File: config.mk
export PLATFORM = sky130hd
export DESIGN_NAME = counter_checker_satcnt
export DESIGN_NICKNAME = d
export VERILOG_FILES = /design/src/rtl/counter_checker_satcnt.sv
export SDC_FILE = /design/constraint.sdc
export NUM_CORES = 1
export LEC_CHECK = 0
export CAP_MARGIN = 20
export CORE_AREA = 8 8 51 53
export DETAILED_ROUTE_END_ITERATION = 8
export DIE_AREA = 0 0 59 61
export GPL_TIMING_DRIVEN = 0
export PLACE_DENSITY = 0.76
export SLEW_MARGIN = 20
export SYNTH_ARGS = -nofsm -noshare
export SYNTH_HDL_FRONTEND = slang
export SYNTH_SLANG_ARGS = --single-unit
File: constraint.sdc
create_clock -name clk -period 2.8 [get_ports clk]
set_clock_uncertainty 0.2 [all_clocks]
set_input_delay 0.56 -clock clk [delete_from_list [all_inputs] [get_ports clk]]
set_output_delay 0.56 -clock clk [all_outputs]
set_load 0.02 [all_outputs]
File: src/rtl/counter_checker_satcnt.sv
// Saturating up-counter; increments on inc and sticks at all-ones.
// Latency: count reflects inc one clock later.
// Backpressure: none; inc is accepted every cycle, saturation silently drops increments.
module counter_checker_satcnt #(
    parameter int W = 16
) (
    input  logic         clk,
    input  logic         reset,
    input  logic         inc,
    output logic [W-1:0] count
);

    always_ff @(posedge clk or negedge reset) begin
        if (!reset) begin
            count <= '0;
        end else if (inc && (count != '1)) begin
            count <= count + 1'b1;
        end
    end

endmodule

Word-level counts from Yosys, hierarchy flattened
Cells that the tools add are included.
- register bits: 16
- output and inout bits: 16
- add/sub/neg operators: 1
- equal/unequal tests: 1
- reduce and logical (&&, ||, !) cells: 1
- operators by type and width (kind ; number):
    16-bit by 1-bit adder with 16-bit output, second input constant ; 1
    16-bit inequality test, second input constant ; 1
    1-bit logical AND ; 1

Longest topological paths before layout
Gate-level depths: netlist of run 1.
- word-level depth: 2
- mapped depth: 5
- depth with buffers taken out: 5

Worst setup path after synthesis of run 1
No wires, ideal clock.
- path type: reg-to-reg
- from: register count[13]
- to: register count[1]
- setup time: 0.128 ns
- arrival time: 1.471 ns
- slack: 1.001 ns
- stages on the path, launching flop included: 5
- buffers on the path: 0
- clock period less this slack: 1.799 ns
- cell sequence: dfrtp_1 > and4_1 > nand3_4 > o31ai_4 > mux2_1
- cells in the longest elaborated chain, start to end: 2
- ends and longest elaborated chain (what ; line ; source):
    start: declaration ; 10 ; output logic [W-1:0] count
    start signal: assignment ; 17 ; count <= count + 1'b1;
    16-bit inequality test ; 16 ; end else if (inc && (count != '1)) begin
    1-bit logical AND ; 16 ;
Every way passes these cells.
A chain may end at the register's enable or synchronous reset.

Worst setup path after layout of run 1
- from: register count[2]
- to: output count[2]
No word-level cell between the ends.

==> metrics.md, run 1 <==
| Metric | Value |
|---|---|
| RSZ-0062 raised after global routing | `no` |
| Top-area cell type share of the netlist area | `0.466` |
| Total GRT Usage | `0.118` |
| FF+latch count, synth | `16` |
| CP Data Required Time | `just over 2000 ps` |
| CTS tree | `done` |
| Detail Placement HPWL | `approximately 1500 um` |
| Peak supply drop | `just under 0.5 mV` |
| Post-DRT Antenna Nets | `0` |
| Register area | `~400 sq um` |
| RR Startpoint | `count[0]$_DFFE_PN0P_` |
| Seq/Total Area, Yosys | `0.466` |
| Fmax | `between 400 and 500 MHz` |
| CP Launch Point | `count[2]$_DFFE_PN0P_` |
| Most common cell in the netlist | `dfrtp_1` |
| Clock sink total | `16` |
| Avg Cell Area, Syn | `11.9 sq um` |
| Crit-path max cell delay | `660 ps` |
| Fillers | `around 180` |
| Fin crit share | `0.794` |
| Worst Hold Class | `flip-flop to flip-flop` |
| Initial DRC Count | `23` |
| Synthesized area | `roughly 860 sq um` |
| Post-synth EDFFs | `0` |
| Drt wl/cell | `15.9 um` |
| Crit path time final | `approximately 2200 ps` |
| Die height | `between 60 and 70 um` |
| Max Cap Viol | `0` |
| Net Sw Frac | `0.379` |
| Num CTS Buffers | `3` |
| Leakage | `0.445 nW` |
| CTS Root Cell | `clkbuf_4` |
| Worst Tran Pin Value | `a little under 700 ps` |
| Max reg flops | `16` |
| Post-layout total power | `0.000770 W` |
| Antenna diodes | `0` |
| Post-synth top area cell | `dfrtp_1` |
| Reg with most FFs | `count` |
| Setup Viol. Count Final | `0` |
| Largest cells by area after synthesis | `dfrtp_1, nand4_1, xnor2_1` |
| Kind of critical path | `flip-flop to primary output` |
| Crit Path Max Fanout | `6` |
| Via count | `about 700` |
| Reg clk slew, reported paths | `around 100 ps` |
| Largest net degree at the start of global routing | `17` |
| Slowest stage cell on the critical path | `clkdlybuf4s50_1` |
| Critical path endpoint category | `primary output` |
| Post-CTS Setup Inserts | `0` |
| Top cells by count, synth | `dfrtp_1, nand4_1, nand3_1, o21a_1, xnor2_1` |
| Drt drc | `0` |
| RePlAce Congestion | `between 0.7 and 0.8` |
| Clk_lat worst skew | `300 ps` |
| Hold buffers post-CTS | `0` |
| Synth Net Count | `76` |
| Buf/Inv on CP | `1` |
| Total global routing overflow | `0` |
| CP top delay family | `buffers and inverters` |
| Critical path data arrival time | `about 1500 ps` |
| Biggest regs | `count x16` |
| Via/cell ratio | `around 5.8` |
| DRT Pass-1 Iters | `4` |
| Layout cells sized above 1 | `0.149` |
| Met1 Resource Use GR | `0.120` |
| Synth Flop Type | `dfrtp_1` |
| Sequential power share | `0.464` |
| Hold Violations, Final | `0` |
| Crit-path cells | `clkdlybuf4s50_1` |
| Core ar. | `between 1500 and 2000 sq um` |
| Power per cell area | `693 nW/um^2` |
| Setup TNS Final | `0 ps` |
| Min-delay src | `count[15]$_DFFE_PN0P_` |
| Switch Pwr | `0.000292 W` |
| Initial Utilization | `0.467` |
| Die span in x | `between 50 and 60 um` |
| Count of input and output buffers | `18` |
| Max Buffers Root-to-Sink | `2` |
| Number of global-route vias before repair | `714` |
| M3 GR Usage | `0.0297` |
| # nets final | `between 90 and 100` |
| Die Area | `between 3000 and 4000 sq um` |
| I/O pin count | `19` |
| Routed WL | `between 1500 and 2000 um` |
| Ys async rst share | `1.00` |
| Cells after Synth | `72` |
| CP Launch Type | `flip-flop` |
| Initial antenna violation count | `0` |
| Max-slew headroom | `0.540` |
| Multi-input logic area | `around 460 sq um` |
| Met2 GRT Util | `0.210` |
| GR peak layer | `met2` |
| Internal Pwr Total | `about 0.00048 W` |
| CTS H-tree lvls | `1` |
| First-pass GRT wire length | `roughly 3200 um` |
| Total number of yosys warnings | `0` |
| Status | `completed` |
| Max-slew violations | `0` |
| P&R area growth vs syn | `29.1%` |
| Gate power share | `0.333` |
| Clk pwr share | `0.203` |
| Post-CTS sizing | `0` |
| Yosys cell types | `27` |
| Cell row count | `16` |
-- per-stage QoR --
stage / cells / area, sq um / setup slack, ps / util / hold slack [ps]
after floorplan: 72 / 860 / 1000 / - / 64.4
after global placement: 117 / 1070 / 567 / 0.583 / 307
after detailed placement: 117 / 1070 / 571 / 0.583 / 328
after CTS: 121 / 1110 / 571 / 0.603 / 342
after global routing: 121 / 1110 / 545 / 0.603 / 379
final: 121 / 1110 / 576 / 0.603 / 348
-- final timing paths --
kind	slack, ps	end	cells past startpoint
worst max register to register	960	count[1]$_DFFE_PN0P_	4
max in group asynchronous	1490	count[11]$_DFFE_PN0P_	1
worst min-delay path	350	count[15]$_DFFE_PN0P_	1
worst max-delay path	580	count[2]	1
worst min register to register	350	count[15]$_DFFE_PN0P_	1
min in group asynchronous	470	count[10]$_DFFE_PN0P_	1
-- metal layers --
layer | part of all wire | vias to the layer above | routed length (um)
met3 | 0.053 | 7 | 102
met2 | 0.49 | 23 | 947
li1 | - | 329 | -
met4 | 0.033 | 0 | 63
met1 | 0.42 | 343 | 805
met5 | 0 | - | 0
-- layout make-up --
class,count,area share
flip-flops and latches,16,0.361
well taps,27,0.0304
repair buffers,18,0.162
multi-input cells,56,0.414
clock buffers,4,0.0327
-- kinds of logic (layout without fill, tap and decap cells) --
logic type / after synthesis / count (layout) / share of synthesized area
and+or+nand+nor: 32 / 32 / 0.303
muxes: 1 / 1 / 0.0131
DFF: 16 / 16 / 0.466
AOI/OAI and AO/OA: 15 / 15 / 0.132
adders and majority gates: 1 / 1 / 0.0146
xor gates and xnor gates: 7 / 7 / 0.0713
buffers and inverters: 0 / 22 / 0
-- layout by cell type, fill, tap and decap left out --
cell type	instances
nand2_1	4
o31ai_4	1
clkbuf_4	3
and4_1	1
nor2_1	2
nor3_2	1
nor4_4	2
clkdlybuf4s50_1	18
and4b_1	1
a32oi_1	1
a31oi_1	3
o211ai_1	1
mux2_1	1
nand3_1	5
dfrtp_1	16
nor2_2	1
o21ai_0	1
o21a_1	5
nand4_1	8
a21oi_1	3
ha_1	1
xnor2_1	5
nand4_4	1
nand4_2	1
and4_4	1
nand3_4	1
and3_1	2
xor2_1	2
and4_2	1
clkbuf_8	1
-- power by group through the flow --
stage	Sequential, W	Clock, W	Combinational [W]
6_report	0.000357	0.000156	0.000256
5_1_grt	0.000363	0.000166	0.000278
3_3_place_gp	0.000350	0	0.000255
4_1_cts	0.000356	0.000160	0.000261
2_1_floorplan	0.000397	0	0.0000870
3_5_place_dp	0.000361	0	0.000260
(Power assumes the default switching activity.)
==> run 2: changes to the inputs <==
- CORE_AREA: 8 8 51 53 -> 8 8 52 54
- DIE_AREA: 0 0 59 61 -> 0 0 60 62
- PLACE_DENSITY: 0.76 -> 0.73
- clock period: 2.8 -> 2.2 ns (I/O delays scaled with it)
==> run 2 against run 1 <==
Worst hold slack got worse by 9.4 ps. Via count down 1.1%. Sequential power up 25%. Final area decreased by 1.2%. Utilization fell by 2.6 points. Register-to-register slack worse by 590 ps. Die area is 3.4% higher. Sequential cell count unchanged. Largest power group unchanged.
==> metrics.md, run 2 (synthesis gave the netlist of run 1 again) <==
| Metric | Value |
|---|---|
| Die height | `62 um (+1.6%)` |
| Max-slew violations | `0 (unchanged)` |
| Number of global-route vias before repair | `701 (-1.8%)` |
| Detail Placement HPWL | `1440 um (-3.1%)` |
| Worst Slack Setup Final | `104 ps (-472 ps)` |
| Most frequent cells in the layout | `clkdlybuf4s50_1, dfrtp_1, nand4_1` |
| Hold Violations, Final | `0 (unchanged)` |
| First-pass GRT wire length | `3240 um (+0.65%)` |
| Clock sink total | `16 (unchanged)` |
| Finished Layout Cells | `120 (-0.83%)` |
| Setup TNS Final | `0 ps (unchanged)` |
| Critical path data arrival time | `1460 ps (about the same)` |
| Crit-path cells | `clkdlybuf4s50_1` |
| Drt wl/cell | `16.1 um (+1.2%)` |
| CTS Root Cell | `clkbuf_4` |
| Largest net degree at the start of global routing | `17 (unchanged)` |
| Drt drc | `0 (unchanged)` |
| Initial antenna violation count | `0 (unchanged)` |
| Initial DRC Count | `16 (-30%)` |
| Fin crit share | `0.953` |
| Fmax | `between 400 and 500 MHz` |
| Critical path endpoint category | `primary output` |
| I/O pin count | `19 (unchanged)` |
| DRT Pass-1 Iters | `4 (unchanged)` |
| Crit-path max cell delay | `670 ps (about the same)` |
| Status | `completed` |
| Layout cells sized above 1 | `0.140 (-0.00915)` |
| Clk_lat worst skew | `290 ps (about the same)` |
| Num CTS Buffers | `3 (unchanged)` |
| Via/cell ratio | `5.78 (-0.32%)` |
| Post-CTS sizing | `0 (unchanged)` |
| Core ar. | `1900 sq um (+3.3%)` |
| RR Startpoint | `count[0]$_DFFE_PN0P_` |
| Buf/Inv on CP | `1 (unchanged)` |
| Total GRT Usage | `0.114 (-0.00406)` |
| CTS H-tree lvls | `1 (unchanged)` |
| Max Cap Viol | `0 (unchanged)` |
| DP Worst Slack | `67.1 ps (-504 ps)` |
| CTS tree | `done` |
| Cell row count | `16 (unchanged)` |
| Power per cell area | `846 nW/um^2 (+22%)` |
| Initial Utilization | `0.452 (-0.0147)` |
| Hold depth | `1 (unchanged)` |
| Kind of critical path | `flip-flop to primary output` |
| Antenna diodes | `0 (unchanged)` |
| # nets final | `99 (unchanged)` |
| CP Data Required Time | `1560 ps (-480 ps)` |
| Reg clk slew, reported paths | `90 ps (about the same)` |
| Reg with most FFs | `count` |
| Commonest non-fill, non-tap cell in the layout | `clkdlybuf4s50_1` |
| Hold buffers post-CTS | `0 (unchanged)` |
| Hold EP | `count[15]$_DFFE_PN0P_` |
| Reg2reg path depth | `5 (+1)` |
| Crit Path Max Fanout | `6 (unchanged)` |
| Routed WL | `1930 um (+0.36%)` |
| Via count | `694 (-1.1%)` |
| Worst Tran Pin Value | `704 ps (+15.3 ps)` |
| Post-DRT Antenna Nets | `0 (unchanged)` |
| P&R area growth vs syn | `27.5%` |
| Die Area | `3720 sq um (+3.4%)` |
| Slowest stage cell on the critical path | `clkdlybuf4s50_1` |
| RSZ-0062 raised after global routing | `no` |
| Placement-stage cell area | `1070 sq um (unchanged)` |
| Min-delay src | `count[15]$_DFFE_PN0P_` |
| Die span in x | `60 um (+1.7%)` |
| # placed instances | `117 (unchanged)` |
| CP Launch Point | `count[2]$_DFFE_PN0P_` |
| RePlAce Congestion | `0.740 (-1.7%)` |
| Total global routing overflow | `0 (unchanged)` |
| RR Endpoint | `count[14]$_DFFE_PN0P_` |
| CP Launch Type | `flip-flop` |
| Worst Hold Class | `flip-flop to flip-flop` |
| CP top delay family | `buffers and inverters` |
| Max-slew headroom | `0.529 (-0.0102)` |
| Setup Viol. Count Final | `0 (unchanged)` |
| Post-CTS Setup Inserts | `0 (unchanged)` |
| Count of input and output buffers | `18 (unchanged)` |
| Max reg flops | `16 (unchanged)` |
| Peak supply drop | `0.407 mV (-16%)` |
| Max Buffers Root-to-Sink | `2 (unchanged)` |
| Post-layout total power | `0.000927 W (+21%)` |
| Biggest regs | `count x16` |
| Crit path time final | `about 2100 ps` |
| Fillers | `172 (-1.7%)` |
| Fin area | `1100 sq um (-1.2%)` |
| R2R Setup Slk | `370 ps (-590 ps)` |
| Leakage | `0.438 nW (-1.6%)` |
==> run 2: layout make-up <==
class,count,area (sq um),share of cell area
Clock buffer,3,22.5,0.0205
Sequential cell,16,400,0.365
Multi-Input combinational cell,56,459,0.419
Timing Repair Buffer,18,180,0.164
Tap cell,27,33.8,0.0308
==> run 2: per-layer routing <==
layer / track usage / vias to the layer above / wire (um)
li1: - / 327 / -
met1: 0.136 / 341 / 840
met2: 0.191 / 21 / 938
met3: 0.0226 / 5 / 109
met4: 0.0612 / 0 / 38
met5: 0 / - / 0
==> run 2: report_power, final <==
group | internal, W | switching (W) | total [W]
Combinational | 0.000156 | 0.000174 | 0.000330
Clock | 0.0000636 | 0.0000893 | 0.000153
Sequential | 0.000351 | 0.0000941 | 0.000445
==> run 2: metrics by stage <==
step	utilization	hold WS, ps
2_1_floorplan	-	-55.6
3_3_place_gp	0.564	305
3_5_place_dp	0.564	313
4_1_cts	0.576	328
5_1_grt	0.576	389
6_report	0.576	339
==> run 2: worst max-delay path by stage <==
stage / slack (ps) / endpoint / depth (start not counted)
floorplan: 400 / count[1]$_DFFE_PN0P_ / 4
global placement: 70 / count[7]$_DFFE_PN0P_ / 5
detailed placement: 70 / count[5]$_DFFE_PN0P_ / 5
CTS: 90 / count[2] / 1
global route: 50 / count[9] / 1
finish: 100 / count[2] / 1
==> run 3: changes to the inputs <==
- CORE_AREA: 8 8 52 54 -> 8 8 51 53
- DIE_AREA: 0 0 60 62 -> 0 0 59 61
- DONT_BUFFER_PORTS: unset -> 1
- PLACE_DENSITY: 0.73 -> unset
- SKIP_LAST_GASP: unset -> 1
==> run 3 against run 2 <==
Wire length is 9.4% lower. Count of clock-buffer cells in the layout stayed put. Register-to-register slack worse by 150 ps. Largest cell class unchanged.
==> metrics.md, run 3 (synthesis gave the netlist of run 1 again) <==
| Metric | Value |
|---|---|
| Power per cell area | `885 nW/um^2 (+4.6%)` |
| Post-CTS Setup Inserts | `0 (unchanged)` |
| Leakage | `0.377 nW (-14%)` |
| Max reg flops | `16 (unchanged)` |
| Setup TNS Final | `0 ps (unchanged)` |
| Core ar. | `1840 sq um (-3.2%)` |
| Die Area | `3600 sq um (-3.3%)` |
| Cell row count | `16 (unchanged)` |
| Count of input and output buffers | `0 (-18)` |
| CP Data Required Time | `2170 ps (+610 ps)` |
| Initial Utilization | `0.467 (+0.0147)` |
| Post-layout total power | `0.000819 W (-12%)` |
| Fin area | `926 sq um (-16%)` |
| Max Buffers Root-to-Sink | `2 (unchanged)` |
| RSZ-0062 raised after global routing | `no` |
| Most frequent cells in the layout | `dfrtp_1, nand4_1, nand3_1, o21a_1, xnor2_1` |
| Drt drc | `0 (unchanged)` |
| Worst Hold Class | `input pin to flip-flop` |
| Routed WL | `1750 um (-9.4%)` |
| Critical path data arrival time | `1950 ps (+490 ps)` |
| Largest net degree at the start of global routing | `17 (unchanged)` |
| CTS H-tree lvls | `1 (unchanged)` |
| Critical path endpoint category | `flip-flop` |
| Fmax | `505 MHz (+5.8%)` |
| DRT Pass-1 Iters | `4 (unchanged)` |
| Worst Tran Pin Value | `704 ps (+0.277 ps)` |
| First-pass GRT wire length | `3190 um (-1.5%)` |
| I/O pin count | `19 (unchanged)` |
| Finished Layout Cells | `103 (-14%)` |
| Clock sink total | `16 (unchanged)` |
| Fillers | `174 (+1.2%)` |
| Die span in x | `59 um (-1.7%)` |
| CTS tree | `done` |
| CTS Root Cell | `clkbuf_4` |
| Via count | `611 (-12%)` |
| Total global routing overflow | `0 (unchanged)` |
| Peak supply drop | `0.554 mV (+36%)` |
| Max-slew headroom | `0.529 (about the same)` |
| Setup Viol. Count Final | `0 (unchanged)` |
| Hold Violations, Final | `0 (unchanged)` |
| CP Launch Type | `flip-flop` |
| Status | `completed` |
| Initial antenna violation count | `0 (unchanged)` |
| Placement-stage cell area | `893 sq um (-17%)` |
| Layout cells sized above 1 | `0.171 (+0.0313)` |
| Total GRT Usage | `0.117 (+0.00257)` |
| RePlAce Congestion | `0.800 (+8.2%)` |
| Crit Path Max Fanout | `6 (unchanged)` |
| Reg with most FFs | `count` |
| P&R area growth vs syn | `7.71%` |
| Detail Placement HPWL | `1290 um (-10%)` |
| # placed instances | `99 (-15%)` |
| Max Cap Viol | `0 (unchanged)` |
| Clk_lat worst skew | `290 ps (about the same)` |
| Drt wl/cell | `17.0 um (+5.6%)` |
| Num CTS Buffers | `3 (unchanged)` |
| Slowest stage cell on the critical path | `dfrtp_1` |
| Post-DRT Antenna Nets | `0 (unchanged)` |
| Kind of critical path | `flip-flop to flip-flop` |
| Die height | `61 um (-1.6%)` |
| Number of global-route vias before repair | `637 (-9.1%)` |
| Crit-path max cell delay | `540 ps (-130 ps)` |
| Crit-path cells | `ha_1 > nand2_1 > nor3_2 > nand4_1 > xnor2_1` |
| Biggest regs | `count x16` |
| Reg clk slew, reported paths | `90 ps (about the same)` |
| Initial DRC Count | `20 (+4)` |
| Fin crit share | `0.901 (-0.0520)` |
| Antenna diodes | `0 (unchanged)` |
| Commonest non-fill, non-tap cell in the layout | `dfrtp_1` |
| Crit path time final | `1980 ps (-114 ps)` |
| # nets final | `82 (-17%)` |
| Max-slew violations | `0 (unchanged)` |
| Via/cell ratio | `5.93 (+2.6%)` |
## run 3: changes by cell type in the layout (fill, tap and decap cells not counted), sizes merged
cell           previous run  this run
clkdlybuf4s50            18         0
dlygate4sd3               0         1
## run 3: worst max-delay path, delay by kind of cell (launching register included)
kind | cells | cell delay (ps)
simple gates | 3 | 570
flops | 1 | 540
fa+ha+maj | 1 | 390
xor+xnor | 1 | 160
## run 3: worst paths after layout
check,startpoint,end,slack [ps],cells past startpoint
max in group asynchronous,reset,count[9]$_DFFE_PN0P_,920,1
worst max-delay path,count[0]$_DFFE_PN0P_,count[10]$_DFFE_PN0P_,220,5
worst max register to register,count[0]$_DFFE_PN0P_,count[10]$_DFFE_PN0P_,220,5
worst min-delay path,inc,count[0]$_DFFE_PN0P_,80,2
min in group asynchronous,reset,count[1]$_DFFE_PN0P_,430,1
worst min register to register,count[15]$_DFFE_PN0P_,count[15]$_DFFE_PN0P_,470,1
## run 3: area by class of cell
class | count | area (sq um) | share of cell area
timing repair buffer | 1 | 10.0 | 0.0108
tap | 27 | 33.8 | 0.0365
clock buffer | 3 | 22.5 | 0.0243
sequential | 16 | 400 | 0.432
multi-input combinational | 56 | 459 | 0.496
## run 3: per-stage QoR
stage | setup slack (ps) | util | hold slack, ps
6_report | 219 | 0.503 | 79.2
5_1_grt | 38.5 | 0.503 | 91.1
4_1_cts | 209 | 0.503 | 82.0
3_5_place_dp | 232 | 0.485 | -55.1
3_3_place_gp | 217 | 0.485 | -55.1
2_1_floorplan | 401 | - | -55.6
## run 3: repair_timing
action,CTS,global route
setup endpoints to repair,0,0
gates resized for setup,0,0
hold buffers,1,0
endpoints found under the hold margin,16,0
## run 3: power breakdown
part / leakage (nW) / internal [W] / total (W) / switching (W)
clock network: 0.0138 / 0.0000637 / 0.000158 / 0.0000944
registers: 0.213 / 0.000349 / 0.000521 / 0.000172
logic: 0.151 / 0.0000639 / 0.000140 / 0.0000763
total: 0.377 / 0.000477 / 0.000819 / 0.000343
## run 3: metal layers
layer / vias to the layer above / routed length [um] / track usage
li1: 294 / - / -
met1: 290 / 723 / 0.137
met2: 23 / 818 / 0.184
met3: 4 / 179 / 0.0487
met4: 0 / 24 / 0.0512
met5: - / 0 / 0
